[config.mk]
export PLATFORM = sky130hd
export DESIGN_NAME = tmr_datapath
export DESIGN_NICKNAME = d
export VERILOG_FILES = /design/src/rtl/tmr_pkg.sv /design/src/rtl/tmr_field.sv /design/src/rtl/tmr_datapath.sv
export SDC_FILE = /design/constraint.sdc
export NUM_CORES = 1
export LEC_CHECK = 0
export ABC_AREA = 1
export BUFFER_PORTS_ARGS = -buffer_cell sky130_fd_sc_hd__buf_2
export CORE_MARGIN = 2
export CORE_UTILIZATION = 55
export DETAILED_ROUTE_END_ITERATION = 6
export PLACE_DENSITY = 0.79
export REMOVE_ABC_BUFFERS = 1
export SLEW_MARGIN = 10
export SYNTH_ARGS = -nofsm -noshare
export SYNTH_HDL_FRONTEND = slang
export SYNTH_SLANG_ARGS = --single-unit
[constraint.sdc]
create_clock -name clk -period 5.1 [get_ports clk]
set_input_delay 0.765 -clock clk [delete_from_list [all_inputs] [get_ports clk]]
set_output_delay 0.765 -clock clk [all_outputs]
set_load 0.05 [all_outputs]
[src/rtl/tmr_pkg.sv]
`default_nettype none
// ============================================================================
// Module      : tmr_pkg
// Description : Shared constants for the up/down time-of-run datapath.
//               Holds the field widths and moduli, the mode encoding and a
//               preset saturation helper.
// Revision    : 1.0  initial release
// ============================================================================
package tmr_pkg;

    // Field widths: centiseconds / seconds / minutes / hours
    localparam int MSEC_W = 7;
    localparam int SEC_W  = 6;
    localparam int MIN_W  = 6;
    localparam int HOUR_W = 5;

    // Field moduli (the hour modulus is a parameter of the top level)
    localparam int MSEC_MOD = 100;
    localparam int SEC_MOD  = 60;
    localparam int MIN_MOD  = 60;

    // Count direction encoding on the mode input
    localparam logic MODE_UP = 1'b0;
    localparam logic MODE_DN = 1'b1;

    // Clamp a preset value into the legal range 0..modulus-1
    function automatic int sat_field(input int val, input int modulus);
        return (val >= modulus) ? (modulus - 1) : val;
    endfunction

endpackage : tmr_pkg
`default_nettype wire

[src/rtl/tmr_field.sv]
`default_nettype none
// ============================================================================
// Module      : tmr_field
// Description : One modulo-MOD time field that can count up or down, with a
//               synchronous preset. Fields are chained through carry_out/en
//               so a carry or borrow ripples through the whole time in one
//               cycle.
// Ports       : clk, rst, clr  - clock, synchronous reset, synchronous clear
//               en             - count this cycle
//               dn             - 1 = decrement, 0 = increment
//               load, ld_val   - preset (already saturated by the caller)
//               value          - registered field value
//               carry_out      - combinational carry (up) / borrow (down)
// Revision    : 1.0  initial release
// ============================================================================
module tmr_field #(
    parameter int MOD = 60,
    parameter int W   = 6
) (
    input  logic         clk,
    input  logic         rst,
    input  logic         clr,
    input  logic         en,
    input  logic         dn,
    input  logic         load,
    input  logic [W-1:0] ld_val,
    output logic [W-1:0] value,
    output logic         carry_out
);

    localparam logic [W-1:0] C_MAX = W'(MOD - 1);

    logic [W-1:0] r_value;

    always_ff @(posedge clk) begin
        if (rst || clr) begin
            r_value <= '0;
        end else if (load) begin
            r_value <= ld_val;
        end else if (en) begin
            if (dn) begin
                r_value <= (r_value == '0) ? C_MAX : (r_value - 1'b1);
            end else begin
                r_value <= (r_value == C_MAX) ? '0 : (r_value + 1'b1);
            end
        end
    end

    // Next field moves when this one rolls over (up) or borrows (down)
    assign carry_out = en && (dn ? (r_value == '0) : (r_value == C_MAX));
    assign value     = r_value;

endmodule : tmr_field
`default_nettype wire

[src/rtl/tmr_datapath.sv]
`default_nettype none
// ============================================================================
// Module      : tmr_datapath
// Description : Centisecond-resolution stopwatch / countdown datapath.
//               A clock divider produces a 100 Hz tick; four chained fields
//               hold cc/ss/mm/hh. Adds preset load with saturation, a lap
//               capture register, an up-count wrap pulse and a down-count
//               expired flag. Every output is registered.
// Ports       : clk, rst, clr        - clock, sync reset, sync clear
//               run, mode            - enable, 0 = up / 1 = down
//               load, ld_*           - preset pulse and preset values
//               lap                  - lap capture pulse
//               msec/sec/min/hour    - live time
//               lap_*, lap_valid     - captured time and its valid flag
//               wrap                 - one-cycle up-count rollover pulse
//               expired              - down-count reached zero
// Revision    : 1.0  initial release
// ============================================================================
module tmr_datapath
    import tmr_pkg::*;
#(
    parameter int DIV_TICK = 1_000_000,
    parameter int HOUR_MAX = 24
) (
    input  logic              clk,
    input  logic              rst,
    input  logic              clr,
    input  logic              run,
    input  logic              mode,
    input  logic              load,
    input  logic [MSEC_W-1:0] ld_msec,
    input  logic [SEC_W-1:0]  ld_sec,
    input  logic [MIN_W-1:0]  ld_min,
    input  logic [HOUR_W-1:0] ld_hour,
    input  logic              lap,
    output logic [MSEC_W-1:0] msec,
    output logic [SEC_W-1:0]  sec,
    output logic [MIN_W-1:0]  min,
    output logic [HOUR_W-1:0] hour,
    output logic [MSEC_W-1:0] lap_msec,
    output logic [SEC_W-1:0]  lap_sec,
    output logic [MIN_W-1:0]  lap_min,
    output logic [HOUR_W-1:0] lap_hour,
    output logic              lap_valid,
    output logic              wrap,
    output logic              expired
);

    localparam int               DIV_W    = (DIV_TICK > 1) ? $clog2(DIV_TICK) : 1;
    localparam logic [DIV_W-1:0] C_DIV_LAST = DIV_W'(DIV_TICK - 1);

    // ------------------------------------------------------------------
    // Divider
    // ------------------------------------------------------------------
    logic [DIV_W-1:0] r_div;
    logic             w_tick;

    assign w_tick = run && (r_div == C_DIV_LAST);

    always_ff @(posedge clk) begin
        if (rst || clr) begin
            r_div <= '0;
        end else if (load) begin
            r_div <= '0;
        end else if (run) begin
            r_div <= w_tick ? '0 : (r_div + 1'b1);
        end
    end

    // ------------------------------------------------------------------
    // Preset saturation
    // ------------------------------------------------------------------
    logic [MSEC_W-1:0] w_ld_msec;
    logic [SEC_W-1:0]  w_ld_sec;
    logic [MIN_W-1:0]  w_ld_min;
    logic [HOUR_W-1:0] w_ld_hour;

    assign w_ld_msec = MSEC_W'(sat_field(int'(ld_msec), MSEC_MOD));
    assign w_ld_sec  = SEC_W'(sat_field(int'(ld_sec), SEC_MOD));
    assign w_ld_min  = MIN_W'(sat_field(int'(ld_min), MIN_MOD));
    assign w_ld_hour = HOUR_W'(sat_field(int'(ld_hour), HOUR_MAX));

    // ------------------------------------------------------------------
    // Field chain
    // ------------------------------------------------------------------
    logic w_dn;
    logic w_all_zero;
    logic w_msec_en;
    logic w_msec_carry;
    logic w_sec_carry;
    logic w_min_carry;
    logic w_hour_carry;

    assign w_dn       = (mode == MODE_DN);
    assign w_all_zero = (msec == '0) && (sec == '0) && (min == '0) && (hour == '0);

    // A down-count parked at zero ignores ticks instead of borrowing
    assign w_msec_en  = w_tick && !(w_dn && w_all_zero);

    tmr_field #(.MOD(MSEC_MOD), .W(MSEC_W)) u_msec (
        .clk       (clk),
        .rst       (rst),
        .clr       (clr),
        .en        (w_msec_en),
        .dn        (w_dn),
        .load      (load),
        .ld_val    (w_ld_msec),
        .value     (msec),
        .carry_out (w_msec_carry)
    );

    tmr_field #(.MOD(SEC_MOD), .W(SEC_W)) u_sec (
        .clk       (clk),
        .rst       (rst),
        .clr       (clr),
        .en        (w_msec_carry),
        .dn        (w_dn),
        .load      (load),
        .ld_val    (w_ld_sec),
        .value     (sec),
        .carry_out (w_sec_carry)
    );

    tmr_field #(.MOD(MIN_MOD), .W(MIN_W)) u_min (
        .clk       (clk),
        .rst       (rst),
        .clr       (clr),
        .en        (w_sec_carry),
        .dn        (w_dn),
        .load      (load),
        .ld_val    (w_ld_min),
        .value     (min),
        .carry_out (w_min_carry)
    );

    tmr_field #(.MOD(HOUR_MAX), .W(HOUR_W)) u_hour (
        .clk       (clk),
        .rst       (rst),
        .clr       (clr),
        .en        (w_min_carry),
        .dn        (w_dn),
        .load      (load),
        .ld_val    (w_ld_hour),
        .value     (hour),
        .carry_out (w_hour_carry)
    );

    // ------------------------------------------------------------------
    // Wrap and expired flags
    // ------------------------------------------------------------------
    logic w_tick_to_zero;
    logic r_wrap;
    logic r_expired;

    // Down tick that takes 00:00:00.01 to zero; lets expired rise on the
    // same edge the fields reach zero rather than one cycle later.
    assign w_tick_to_zero = w_msec_en && w_dn && (msec == MSEC_W'(1)) &&
                            (sec == '0) && (min == '0) && (hour == '0);

    always_ff @(posedge clk) begin
        if (rst || clr) begin
            r_wrap    <= 1'b0;
            r_expired <= 1'b0;
        end else begin
            // Hour carry in up mode only exists on a full rollover
            r_wrap    <= !load && !w_dn && w_hour_carry;
            r_expired <= !load && w_dn && (w_all_zero || w_tick_to_zero);
        end
    end

    assign wrap    = r_wrap;
    assign expired = r_expired;

    // ------------------------------------------------------------------
    // Lap capture: samples the pre-edge field values
    // ------------------------------------------------------------------
    logic [MSEC_W-1:0] r_lap_msec;
    logic [SEC_W-1:0]  r_lap_sec;
    logic [MIN_W-1:0]  r_lap_min;
    logic [HOUR_W-1:0] r_lap_hour;
    logic              r_lap_valid;

    always_ff @(posedge clk) begin
        if (rst || clr) begin
            r_lap_msec  <= '0;
            r_lap_sec   <= '0;
            r_lap_min   <= '0;
            r_lap_hour  <= '0;
            r_lap_valid <= 1'b0;
        end else if (lap) begin
            r_lap_msec  <= msec;
            r_lap_sec   <= sec;
            r_lap_min   <= min;
            r_lap_hour  <= hour;
            r_lap_valid <= 1'b1;
        end
    end

    assign lap_msec  = r_lap_msec;
    assign lap_sec   = r_lap_sec;
    assign lap_min   = r_lap_min;
    assign lap_hour  = r_lap_hour;
    assign lap_valid = r_lap_valid;

endmodule : tmr_datapath
`default_nettype wire
==> summary.txt, run 1 <==
Worst setup path
  • Critical path endpoint category: register
  • RR Endpoint: u_hour.value[3]$_SDFFE_PP0P_
  • CP Launch Point: load
  • WS Path Type: input port to register
  • Worst Path Arrival: 2.98 ns
  • R2R Setup Slk: 2.84 ns
  • R2r worst-path depth: 13
  • Worst Setup Start Kind: input port
  • Critical Path RT: 5.35 ns
  • Setup crit end: u_sec.value[0]$_SDFFE_PP0P_
  • Worst r2r src: u_min.value[0]$_SDFFE_PP0P_
  • Max FO, Critical Path: 35
  • Slowest-stage cell, CP: clkinv_1
  • CP Cell Sequence: buf_2 > clkinv_1 > nand2_2 > inv_1 > nor3_1 > nor2_1
  • Largest stage delay on the critical path: 0.94 ns

Timing
  • Rel. slew slack: 0.304
  • Final Hold Fails: 0
  • Final Skew: 0.0122 ns
  • Fin. max-slew vios: 0
  • Period Utilization, post-route: 0.537
  • Setup TNS: 0 ns
  • Setup Viol. Count Final: 0
  • Fin worst setup slack: 2.36 ns
  • RSZ-0062 raised after global routing: false
  • Peak Freq: 0.365 GHz
  • Slew @ Worst Pin: 1.04 ns
  • Min Tclk post-route: 2.74 ns

Clock network
  • TritonCTS Sinks: 71
  • Setup Fix Bufs, Post-CTS: 0
  • Post-CTS Resized: 0
  • Worst skew pair latency: 0.36 ns
  • Root buffer selected by CTS: clkbuf_8
  • Htree depth: 3
  • Worst-path clk slew: 0.09 ns
  • Clock Path Buffers: 2
  • CTS tree: yes
  • Inserted Clock Buffers: 9
  • CTS hold repair buffers: 0

Synthesis
  • Register area share after synthesis: 0.325
  • Number of enable flip-flop cells after synthesis: 0
  • Post-Syn Instances: 626
  • Fraction of registers with async set/reset: 0
  • Distinct cells, synth: 48
  • Synthesized cell area: 0.00437 mm^2
  • Syn Area/Cell: 6.98 um^2
  • Register bit count reported by yosys: 71
  • YS warnings: 0
  • Ys flop type: dfxtp_1

Cells and area
  • Antenna cell count: 0
  • Commonest non-fill, non-tap cells in the layout: buf_2 (81), nand2_1 (76), nor2_1 (74), dfxtp_1 (71), o21ai_0 (68)
  • Nets: 737
  • Leading cell type in the layout, fill and taps excluded: buf_2
  • Area grow syn2layout: 15.2%
  • Final instance area: 0.00503 mm^2
  • Layout cell share with drive strength beyond 1: 0.191

Die
  • DIE HEIGHT: 93.1 um
  • Die footprint: 0.00868 mm^2
  • Row count: 32
  • Ports: 82
  • Core Area: 0.00773 mm^2
  • Initial Util: 0.566
  • Die Width: 93.1 um

Outcome
  • Status: finished clean

Hold path
  • Worst Min Path Start: lap_valid$_SDFFE_PP0P_
  • Hold depth: 2
  • Hold Crit Class: register to register

Routing
  • Routed length per instance: 14.1 um
  • Post-DR vias/cell: 5.58
  • Initial DRC count: 246
  • # DRC: 0
  • Antenna violation net count after detailed routing: 0
  • Drt first pass iters: 5
  • Post-Route WL: 11300 um
  • DR vias: 4462

Global route
  • Global-route wire length before repair: 18600 um
  • GRT overflow: 0
  • Pin count of the biggest net entering global routing: 49
  • Initial antenna violation count: 0
  • GR Util All Layers: 0.265
  • Vias in the first global route: 4047

Power
  • Pwr per Cell Area: 291 mW/mm^2
  • Leakage: 2.20 nW
  • Peak VDD IR: 0.213 mV

Placement
  • DPL Wire Length: 8050 um
  • GPL Wtd Cong: 0.875
  • Post-DP Area: 0.00477 mm^2
  • Port bufs: 81
  • Pre-CTS WS: 2.08 ns

Run
  • MaxCap Viol Count: 0
==> routing by layer <==
layer / wire length (um) / track usage / share of wire
met5: 0 / 0 / 0
met4: 165 / 0.0821 / 0.015
met3: 735 / 0.0475 / 0.065
met2: 5390 / 0.457 / 0.48
met1: 5000 / 0.336 / 0.44
==> worst min path at each step <==
stage	end	slack, ns
floorplan	r_div[19]$_SDFFE_PP0P_	0.45
global placement	lap_valid$_SDFFE_PP0P_	0.46
detailed placement	lap_valid$_SDFFE_PP0P_	0.47
CTS	lap_valid$_SDFFE_PP0P_	0.48
global route	lap_msec[1]$_SDFFE_PP0P_	0.50
finish	lap_valid$_SDFFE_PP0P_	0.48
==> through the flow <==
step / std cells / total power [mW] / util / hold WS [ns]
after CTS: 799 / 1.47 / 0.652 / 0.481
final: 799 / 1.46 / 0.652 / 0.480
after floorplan: 599 / 0.787 / - / 0.452
after global routing: 799 / 1.52 / 0.652 / 0.501
after global placement: 783 / 0.857 / 0.617 / 0.462
after detailed placement: 783 / 0.862 / 0.617 / 0.467
==> power breakdown <==
part | switching (mW) | internal (mW)
Sequential | 0.0211 | 0.570
Combinational | 0.183 | 0.0800
Clock | 0.234 | 0.376
Total | 0.438 | 1.03
==> critical path: cells and delay by family <==
kind                   cells  cell delay [ns]
buffers and inverters      3             1.40
AND/OR/NAND/NOR            3             0.81
==> state kept, by name (all words and copies together), names as in the netlist <==
signal / flops
lap_hour: 5
u_sec.value: 6
u_hour.value: 5
lap_msec: 7
u_msec.value: 7
u_min.value: 6
lap_valid: 1
expired: 1
wrap: 1
lap_sec: 6
r_div: 20
lap_min: 6
==> layout make-up <==
type / instances / area (um^2)
inverter: 72 / 275
fill: 718 / 2690
timing repair buffer: 82 / 413
sequential: 71 / 1420
clock buffer: 9 / 124
tap: 102 / 128
clock inverter: 7 / 145
multi-input combinational: 456 / 2530
==> synthesized netlist by cell type (7+ instances only) <==
cell      instances  area share
nand2_1          76       0.065
nor2_1           75       0.064
dfxtp_1          71        0.33
o21ai_0          68       0.078
inv_1            66       0.057
a21oi_1          62       0.071
nand3_1          37       0.042
xor2_1           19       0.038
clkbuf_1         15       0.013
ha_1             14       0.040
nand4_1          14       0.020
nor3_1           14       0.016
o21ai_1          10       0.011
xnor2_1           8       0.016
nor2_2            7       0.010
==> cell families (layout without fill, tap and decap cells) <==
| family | count (synthesis) | after routing | share of synthesized area |
|---|---|---|---|
| xor gates and xnor gates | 27 | 27 | 0.0541 |
| and+or+nand+nor | 247 | 247 | 0.274 |
| adders and majority gates | 14 | 14 | 0.0401 |
| DFF | 71 | 71 | 0.325 |
| buffers and inverters | 99 | 170 | 0.0968 |
| AOI/OAI and AO/OA | 168 | 168 | 0.210 |
Power figures use the tool's default switching activity.
==> run 2, diff against run 1 <==
==> constraint.sdc (replaced) <==
create_clock -name clk -period 2.6 [get_ports clk]
set_input_delay 0.39 -clock clk [delete_from_list [all_inputs] [get_ports clk]]
set_output_delay 0.39 -clock clk [all_outputs]
set_load 0.05 [all_outputs]
==> summary.txt, run 2 (synthesis results as in run 1) <==
Outcome
  • Status: finished clean

Timing
  • Fin. max-slew vios: 0
  • Min Tclk post-route: 2.08 ns
  • Fin worst setup slack: 0.523 ns
  • RSZ-0062 raised after global routing: false
  • Slew @ Worst Pin: 0.795 ns
  • Final Skew: 0.00845 ns
  • Period Utilization, post-route: 0.799
  • Setup Viol. Count Final: 0
  • Rel. slew slack: 0.470
  • Final Hold Fails: 0
  • Peak Freq: 0.481 GHz
  • Setup TNS: 0 ns

Worst setup path
  • Setup crit end: u_hour.value[3]$_SDFFE_PP0P_
  • Worst Path Arrival: 2.33 ns
  • Cell mode on critical path: inv_1
  • R2R Setup Slk: 0.52 ns
  • CP Launch Point: u_min.value[0]$_SDFFE_PP0P_
  • Worst Setup Start Kind: register
  • Largest stage delay on the critical path: 0.37 ns
  • CP Cell Sequence: inv_1 > ha_1 > inv_1 > nor2_1 > nand3_2 > nor2_4 > nand3_2 > nand2_1 > inv_1 > nand4_1 > nand3_1 > nand2_1 > nor2_1
  • R2r worst-path depth: 13
  • Slowest-stage cell, CP: dfxtp_1
  • Critical path endpoint category: register
  • WS Path Type: register to register
  • Max FO, Critical Path: 7
  • Worst r2r src: u_min.value[0]$_SDFFE_PP0P_
  • RR Endpoint: u_hour.value[3]$_SDFFE_PP0P_
  • Critical Path RT: 2.86 ns

Routing
  • Initial DRC count: 272
  • Routed length per instance: 14.1 um
  • Post-DR vias/cell: 5.58
  • Drt first pass iters: 4
  • DR vias: 4486
  • Post-Route WL: 11400 um
  • # DRC: 0
  • Antenna violation net count after detailed routing: 0

Clock network
  • Worst-path clk slew: 0.08 ns
  • Setup Fix Bufs, Post-CTS: 0
  • Worst skew pair latency: 0.36 ns
  • Htree depth: 3
  • TritonCTS Sinks: 71
  • Clock Path Buffers: 2
  • Inserted Clock Buffers: 9
  • CTS hold repair buffers: 0
  • Root buffer selected by CTS: clkbuf_8
  • CTS tree: yes
  • Post-CTS Resized: 0

Hold path
  • Hold Crit Class: input port to register

Global route
  • GRT overflow: 0
  • Global-route wire length before repair: 18800 um
  • Pin count of the biggest net entering global routing: 49
  • GR Util All Layers: 0.269
  • Initial antenna violation count: 0
  • Vias in the first global route: 4136

Cells and area
  • Layout cell share with drive strength beyond 1: 0.197
  • Nets: 742
  • Max FFs per register: 20
  • Commonest non-fill, non-tap cells in the layout: buf_2 (81), nand2_1 (76), nor2_1 (74), dfxtp_1 (71), o21ai_0 (68)
  • Biggest register: r_div
  • Area grow syn2layout: 14.4%
  • Antenna cell count: 0
  • Leading cell type in the layout, fill and taps excluded: buf_2
  • Fin cells: 804

Placement
  • DPL Wire Length: 8220 um
  • GPL Wtd Cong: 0.954
  • Cell count after placement: 788
  • Port bufs: 81
  • Pre-CTS WS: 0.582 ns

Power
  • Leakage: 2.19 nW
  • Peak VDD IR: 0.275 mV
  • Pwr per Cell Area: 517 mW/mm^2

Die
  • Die Width: 93.1 um
  • DIE HEIGHT: 93.1 um
  • Core Area: 0.00773 mm^2
  • Die footprint: 0.00868 mm^2
  • Initial Util: 0.566
  • Ports: 82
  • Row count: 32

Run
  • MaxCap Viol Count: 0
## run 2: changes by cell type in the layout (fill, tap and decap cells not counted)
cell        previous run  this run
buf_4                  1         6
bufinv_16              4         1
clkbuf_8               9        10
clkinv_2               0         3
clkinv_4               3         1
clkinvlp_4             1         2
## run 2: cell type report
type                            instances  area, um^2
Fill cell                             698        2730
Multi-Input combinational cell        456        2530
Sequential cell                        71        1420
Timing Repair Buffer                   87         450
Inverter                               72         275
Clock buffer                           10         138
Tap cell                              102         128
Clock inverter                          6        60.1
## run 2: through the flow
stage          hold slack, ns  instance area [um^2]  utilization  power, mW
4_1_cts                 0.313                  5000        0.647       2.59
2_1_floorplan           0.452                  4220            -       1.54
3_5_place_dp            0.455                  4800        0.622       1.70
3_3_place_gp            0.450                  4800        0.622       1.69
5_1_grt                 0.333                  5000        0.647       2.70
6_report                0.325                  5000        0.647       2.58
## run 2: power breakdown
group | switching [mW] | total, mW | internal [mW] | leakage [nW]
logic | 0.363 | 0.525 | 0.162 | 1.52
clock network | 0.437 | 0.900 | 0.464 | 0.0981
registers | 0.0423 | 1.16 | 1.12 | 0.577
## run 2: per-layer routing
metal / vias to the layer above / GRT usage / share of wire
li1: 2235 / - / -
met1: 2052 / 0.343 / 0.44
met2: 177 / 0.452 / 0.47
met3: 22 / 0.0355 / 0.064
met4: 0 / 0.121 / 0.023
met5: - / 0 / 0
## run 2: worst min path at each step
stage                                 start                            to  slack [ns]  depth (start not counted)
finish                           ld_msec[2]  u_msec.value[2]$_SDFFE_PP0P_        0.33                          3
global route                     ld_msec[2]  u_msec.value[2]$_SDFFE_PP0P_        0.33                          3
CTS                              ld_msec[2]  u_msec.value[2]$_SDFFE_PP0P_        0.31                          3
detailed placement  lap_sec[4]$_SDFFE_PP0P_       lap_sec[4]$_SDFFE_PP0P_        0.45                          2
global placement    lap_sec[4]$_SDFFE_PP0P_       lap_sec[4]$_SDFFE_PP0P_        0.45                          2
floorplan            r_div[19]$_SDFFE_PP0P_        r_div[19]$_SDFFE_PP0P_        0.45                          2
## run 2: worst max-delay path, delay by kind of cell, from the launching register on
kind / cells / cell delay, ns
AND/OR/NAND/NOR: 9 / 1.10
flip-flops: 1 / 0.37
buffers and inverters: 3 / 0.31
adder cells (fa/ha/maj): 1 / 0.19
